--- config.mk ---
export PLATFORM = sky130hd
export DESIGN_NAME = mul_issue_ctrl
export DESIGN_NICKNAME = d
export VERILOG_FILES = /design/src/rtl/mul_issue_ctrl.sv
export SDC_FILE = /design/constraint.sdc
export NUM_CORES = 1
export LEC_CHECK = 0
export ABC_AREA = 1
export CAP_MARGIN = 20
export CELL_PAD_IN_SITES_DETAIL_PLACEMENT = 1
export CELL_PAD_IN_SITES_GLOBAL_PLACEMENT = 1
export CORE_MARGIN = 10
export CORE_UTILIZATION = 31
export DETAILED_ROUTE_END_ITERATION = 8
export GPL_ROUTABILITY_DRIVEN = 0
export PLACE_DENSITY_LB_ADDON = 0.1
export SETUP_SLACK_MARGIN = 0.1
export SLEW_MARGIN = 20
export SYNTH_ARGS = -nofsm -noshare
export SYNTH_HDL_FRONTEND = slang
export SYNTH_SLANG_ARGS = --single-unit
--- constraint.sdc ---
create_clock -name clock -period 2.5 [get_ports clock]
set_clock_uncertainty 0.05 [all_clocks]
set_input_delay 0.5 -clock clock [delete_from_list [all_inputs] [get_ports clock]]
set_output_delay 0.5 -clock clock [all_outputs]
set_load 0.1 [all_outputs]
--- src/rtl/mul_issue_ctrl.sv ---
// ---------------------------------------------------------------------------
// mul_issue_ctrl
// Control stage in front of the radix-4 iterative multiplier used for the
// RV32M MUL / MULH / MULHSU / MULHU instructions. Holds exactly one operation
// at a time:
//   IDLE  -> accept a request from execute issue and latch its operands
//   ISSUE -> hand the operands and sign controls to the multiplier
//   WAIT  -> take the 64-bit product and keep the low or high word
//   DONE  -> present the registered result to writeback until accepted
// If either operand is zero and ZERO_BYPASS is set, the multiplier is skipped
// and a zero result goes straight to DONE. A flush cancels the op in any state.
//
// Ports
//   clock, reset (async, active-low), flush
//   req_*          : issue request (valid/ready, op, rs1, rs2, rd tag)
//   busy           : an op is in flight
//   mul_in_*       : operand handshake to the multiplier (sign[1]=rs1, [0]=rs2)
//   mul_out_*      : product handshake from the multiplier
//   mul_flush      : flush forwarded to the multiplier
//   wb_*           : registered result handshake to writeback
// ---------------------------------------------------------------------------
module mul_issue_ctrl #(
    parameter int ZERO_BYPASS = 1,
    parameter int TAG_W       = 5
) (
    input  logic             clock,
    input  logic             reset,
    input  logic             flush,
    input  logic             req_valid,
    output logic             req_ready,
    input  logic [1:0]       req_op,
    input  logic [31:0]      req_rs1,
    input  logic [31:0]      req_rs2,
    input  logic [TAG_W-1:0] req_rd,
    output logic             busy,
    output logic             mul_in_valid,
    input  logic             mul_in_ready,
    output logic [1:0]       mul_in_sign,
    output logic [31:0]      mul_in_a,
    output logic [31:0]      mul_in_b,
    input  logic             mul_out_valid,
    output logic             mul_out_ready,
    input  logic [63:0]      mul_out_prod,
    output logic             mul_flush,
    output logic             wb_valid,
    input  logic             wb_ready,
    output logic [31:0]      wb_data,
    output logic [TAG_W-1:0] wb_rd
);

    localparam logic [1:0] OP_MUL    = 2'd0;
    localparam logic [1:0] OP_MULH   = 2'd1;
    localparam logic [1:0] OP_MULHSU = 2'd2;
    localparam logic [1:0] OP_MULHU  = 2'd3;

    typedef enum logic [1:0] {
        ST_IDLE  = 2'd0,
        ST_ISSUE = 2'd1,
        ST_WAIT  = 2'd2,
        ST_DONE  = 2'd3
    } state_t;

    state_t             state_q,  state_d;
    logic [31:0]        rs1_q,    rs1_d;
    logic [31:0]        rs2_q,    rs2_d;
    logic [1:0]         op_q,     op_d;
    logic [TAG_W-1:0]   rd_q,     rd_d;
    logic [31:0]        result_q, result_d;

    logic               zero_operand;

    assign zero_operand = (ZERO_BYPASS != 0) && ((req_rs1 == 32'd0) || (req_rs2 == 32'd0));

    // Next-state and register update
    always_comb begin
        state_d  = state_q;
        rs1_d    = rs1_q;
        rs2_d    = rs2_q;
        op_d     = op_q;
        rd_d     = rd_q;
        result_d = result_q;

        case (state_q)
            ST_IDLE: begin
                if (req_valid && !flush) begin
                    rs1_d = req_rs1;
                    rs2_d = req_rs2;
                    op_d  = req_op;
                    rd_d  = req_rd;
                    if (zero_operand) begin
                        result_d = 32'd0;
                        state_d  = ST_DONE;
                    end else begin
                        state_d  = ST_ISSUE;
                    end
                end
            end
            ST_ISSUE: begin
                if (!flush && mul_in_ready) begin
                    state_d = ST_WAIT;
                end
            end
            ST_WAIT: begin
                if (mul_out_valid && !flush) begin
                    result_d = (op_q == OP_MUL) ? mul_out_prod[31:0] : mul_out_prod[63:32];
                    state_d  = ST_DONE;
                end
            end
            ST_DONE: begin
                if (!flush && wb_ready) begin
                    state_d = ST_IDLE;
                end
            end
            default: state_d = ST_IDLE;
        endcase

        // Flush wins over every handshake that would otherwise fire this cycle.
        if (flush) begin
            state_d = ST_IDLE;
        end
    end

    always_ff @(posedge clock or negedge reset) begin
        if (!reset) begin
            state_q  <= ST_IDLE;
            rs1_q    <= '0;
            rs2_q    <= '0;
            op_q     <= '0;
            rd_q     <= '0;
            result_q <= '0;
        end else begin
            state_q  <= state_d;
            rs1_q    <= rs1_d;
            rs2_q    <= rs2_d;
            op_q     <= op_d;
            rd_q     <= rd_d;
            result_q <= result_d;
        end
    end

    // Sign controls only driven while offering the op, so they read 0 otherwise.
    always_comb begin
        mul_in_sign = 2'b00;
        if (state_q == ST_ISSUE) begin
            case (op_q)
                OP_MUL, OP_MULH: mul_in_sign = 2'b11;
                OP_MULHSU:       mul_in_sign = 2'b10;
                OP_MULHU:        mul_in_sign = 2'b00;
                default:         mul_in_sign = 2'b00;
            endcase
        end
    end

    assign req_ready     = (state_q == ST_IDLE);
    assign busy          = (state_q != ST_IDLE);
    assign mul_in_valid  = (state_q == ST_ISSUE) && !flush;
    assign mul_in_a      = rs1_q;
    assign mul_in_b      = rs2_q;
    assign mul_out_ready = (state_q == ST_WAIT);
    assign mul_flush     = flush;
    assign wb_valid      = (state_q == ST_DONE) && !flush;
    assign wb_data       = result_q;
    assign wb_rd         = rd_q;

endmodule
=== Word level (Yosys, flattened, before mapping) ===
Cells that the tools add are included.

* Equal/unequal tests: 13
* Mux-type cells: 14
* Reduce and logical (&&, ||, !) cells: 18

{| class="wikitable"
|+ Operators with widths
! kind !! number
|-
| 2-to-1 mux 32 bit || 4
|-
| zero test 32 bit || 2
|-
| one-hot mux 32 bit (2 select lines) || 1
|-
| 2-to-1 mux 2 bit || 7
|-
| equality test 2 bit (second input constant) || 4
|-
| one-hot mux 2 bit (4 select lines) || 1
|-
| AND reduction 4 bit || 2
|-
| logical AND 1 bit || 6
|-
| != test 2 x 1 -> 1 bit (second input constant) || 3
|-
| != test 3 x 2 -> 1 bit (second input constant) || 2
|-
| != test 3 bit (second input constant) || 2
|-
| one-hot mux 2 bit (3 select lines) || 1
|-
| equality test 2 x 1 -> 1 bit (second input constant) || 2
|-
| zero test 2 bit || 2
|-
| nonzero test 2 bit || 2
|-
| AND reduction 2 bit || 1
|-
| OR reduction 2 bit || 1
|-
| zero test 1 bit || 1
|-
| logical OR 1 bit || 1
|}

* Register bits after elaboration: 105
* Bits of input ports: 142

=== Longest topological paths before layout ===
* Depth in word-level cells: 6
* Mapped depth: 11
* Depth with buffers taken out: 10

=== Worst setup path before layout ===
No wires, ideal clock.

* Kind: register to register
* Start: register state_q[0]
* End: register result_q[10] (netlist: wb_data[10])
* Library setup time: 67 ps
* Arrival time: 2668 ps
* Required time: 2383 ps
* Setup slack: -284 ps
* Cell stages (with the launch flop): 10
* Path buffers: 1
* Period minus slack after synthesis: 2784 ps
* Cell sequence: dfrtp_1 > inv_1 > ha_1 > inv_2 > o22ai_2 > nor2_2 > nand2_2 > buf_6 > nand2_1 > nand2_1

* Longest elaborated chain between the ends: 3
* Elaborated cells between the ends (all ways): 8

{| class="wikitable"
|+ Ends and longest elaborated chain
! element !! RTL line !! RTL
|-
| from (decl) || 63 || <nowiki>state_t state_q, state_d;</nowiki>
|-
| from (signal assigned) || 132 || <nowiki>state_q <= state_d;</nowiki>
|-
| zero test 2 bit (*) || - ||
|-
| net req_ready || 30 || <nowiki>output logic req_ready,</nowiki>
|-
| != test 2 x 1 -> 1 bit (no line) / nonzero test 2 bit (equally long branches) || - ||
|-
| AND reduction 4 bit (no line) || - ||
|-
| to (signal assigned) || 137 || <nowiki>result_q <= result_d;</nowiki>
|-
| to (decl) || 68 || <nowiki>logic [31:0] result_q, result_d;</nowiki>
|}

The timed path passes the listed nets; every way through them passes the cells marked *.
A chain may end at the register's enable or synchronous reset.

=== Worst setup path after layout ===
* Start: register state_q[0]
* End: output mul_out_ready

* Longest elaborated chain between the ends: 1

{| class="wikitable"
|+ Ends and longest elaborated chain
! element !! RTL line !! RTL
|-
| equality test 2 bit || 159 || <nowiki>assign mul_out_ready = (state_q == ST_WAIT);</nowiki>
|-
| to (decl) || 42 || <nowiki>output logic mul_out_ready,</nowiki>
|}

No other way between the ends.

==> impl_metrics.yaml <==
outcome:
  outcome: "completed"
cells_and_area:
  multi_input_area_mm2: 0.001958
  post_route_cells_drive_above_1_share: 0.2370
  ff_latch_area_mm2: 0.002628
  fin_nets: 951
  nFillCells: 1815
  areaGrowthSynthToFinish_pct: 59.36
setup_path:
  path_cells: "inv_1, ha_1, buf_4, buf_12"
  cp_data_required_time_ns: 1.95
  reg2reg_to: "wb_data[8]"
  worst_setup_path_end_kind: "output pin"
  reg2reg_slack_ns: 0.56
  crit_arrival_ns: 1.67
  r2r_start: "state_q[0]"
  cpPeakStageDelay_ns: 0.40
  path_class: "reg -> out"
  crit_fanout: 24
  crit_path_start_kind: "flip-flop"
  cpMaxStageDelayCell: "dfrtp_1"
  critPathLaunch: "state_q[0]"
  endpoint: "mul_out_ready"
  worstSetupPathDepth: 4
  cp_top_family: "buffers and inverters"
  cp.buffers_inverters: 3
  r2r_cells: 9
placement:
  post-place-ws_ns: 0.1734
  io_buffers: 250
  hpwl_um: 14950
synth:
  synth_edf_count: 0
  syn_inst: 557
  yosysUniqueCellTypes: 23
  synth_most_common_cell: "nand2_1"
  synth_area_leaders: "dfrtp_1, nand2_1, nor2_1, mux2_2, o21ai_0"
  ys_seq_area_frac: 0.5354
  synth_ff_type: "dfrtp_1"
  synthesis.nets: 703
  async_flop_share: 1.000
  ys_warn_count: 0
  synth-seq-cells: 105
  synth_top_area_frac: 0.5354
  postSynthAreaPerCell_um2: 8.810
  synth_common_cells: "nand2_1, dfrtp_1, nor2_1"
  syn_area_mm2: 0.004907
  synth_largest_area_cell: "dfrtp_1"
run:
  maxCapViolations: 0
timing:
  slew_headroom: 0.3173
  setup_violations: 0
  fin_crit_ns: 2.221
  max_freq_mhz: 450.2
  setup_ws_ns: 0.2789
  drv_slew: 0
  finalHoldViolCount: 0
  fin_crit_sh: 0.8884
  rsz0062_at_grt: "no"
  worst_pin_slew_ns: 1.023
  tns_ns: 0
clocking:
  holdBufCountCts: 0
  cts_setup_buffers: 0
  cts.htree.levels: 3
  clk_pin_slew_ns: 0.07
  cts_root_buf: "clkbuf_16"
  cts_made_buffers: 9
  cts_tree: "yes"
  cts.sinks: 105
  insertion_delay_ns: 0.35
  clk_path_buf_depth: 2
  cts_resized: 0
die:
  row_count: 45
  die_h_um: 145.8
  fp.dieArea_mm2: 0.02126
  initial_utilization: 0.3193
  boundaryPins: 251
  chipWidth_um: 145.8
  coreArea_mm2: 0.01537
grt:
  antenna_found_initial: 2
  grt_max_degree: 41
  first_global_vias: 5142
  grt_use_total: 0.1720
  overflow: 0
  grt_pass1_wl_um: 29100
detailed_routing:
  ant_nets: 0
  wl_per_cell_um: 18.24
  routed_wl_um: 18650
  drt_iter0_markers: 171
  viasPerCell: 4.592
  drc: 0
  vias: 4693
  dr.pass1.iters: 4
min_path:
  hold_path.class: "in -> async"
## cell usage in the layout (no fill, tap or decap), types with 2 or more instances in the layout
master,n
buf_12,10
buf_4,118
bufinv_16,2
clkbuf_1,2
clkbuf_16,9
clkdlybuf4s50_1,140
dfrtp_1,105
ha_1,3
inv_1,41
mux2_2,33
mux2_4,6
nand2_1,121
nand3_1,33
nand4_1,4
nor2_1,102
nor2_2,3
o21ai_0,65
## stage by stage
step	util	instances	hold slack (ns)	cell area, um^2
detailed placement	0.4876	1005	0.4114	7495
finish	0.5088	1022	0.06793	7820
global placement	0.4876	1005	0.4063	7495
floorplan	-	557	0.1544	4916
global route	0.5088	1022	0.1035	7820
CTS	0.5086	1021	0.08011	7818
## worst register-to-register path, cell delays in order, from the launching register on
cell,delay (ns)
dfrtp_1,0.40
inv_1,0.11
ha_2,0.33
inv_2,0.08
o22ai_2,0.23
nor2_2,0.08
nand2_2,0.06
buf_4,0.32
nand2_1,0.11
nand2_1,0.09
## state kept, by name (all words and copies together), names as in the netlist
signal    flops
mul_in_b     32
wb_rd         5
state_q       2
wb_data      32
op_q          2
mul_in_a     32
## metal layers
metal | wire (um) | global-route usage
met1 | 7435 | 0.1933
met2 | 9311 | 0.2907
met3 | 1523 | 0.06551
met4 | 359 | 0.06117
met5 | 14 | 0
## area by class of cell
cell class / count / area share
Clock inverter: 4 / 0.009760
Clock buffer: 12 / 0.03152
Sequential cell: 105 / 0.3360
Multi-Input combinational cell: 379 / 0.2504
Inverter: 42 / 0.02016
Timing Repair Buffer: 268 / 0.3181
Tap cell: 211 / 0.03376
Antenna cell: 1 / 0.0003200
## logic make-up after synthesis
logic type,Yosys count,synth area share
compound gates,69,0.07241
fa+ha+maj,4,0.01020
flops,105,0.5354
buf+inv,73,0.06884
mux,39,0.09409
simple gates,267,0.2190
## worst min path at each step
stage	start	end	slack [ns]	cells past startpoint
after floorplan	reset	mul_in_a[0]	0.15	0
after global placement	wb_data[16]	wb_data[16]	0.41	2
after detailed placement	wb_data[19]	wb_data[19]	0.41	2
after CTS	reset	mul_in_a[16]	0.08	1
after global routing	reset	mul_in_a[16]	0.10	1
final	reset	mul_in_a[16]	0.07	1
Power is not shown: default switching activity piles up to over one toggle a cycle in this logic, so the estimate is an artifact.
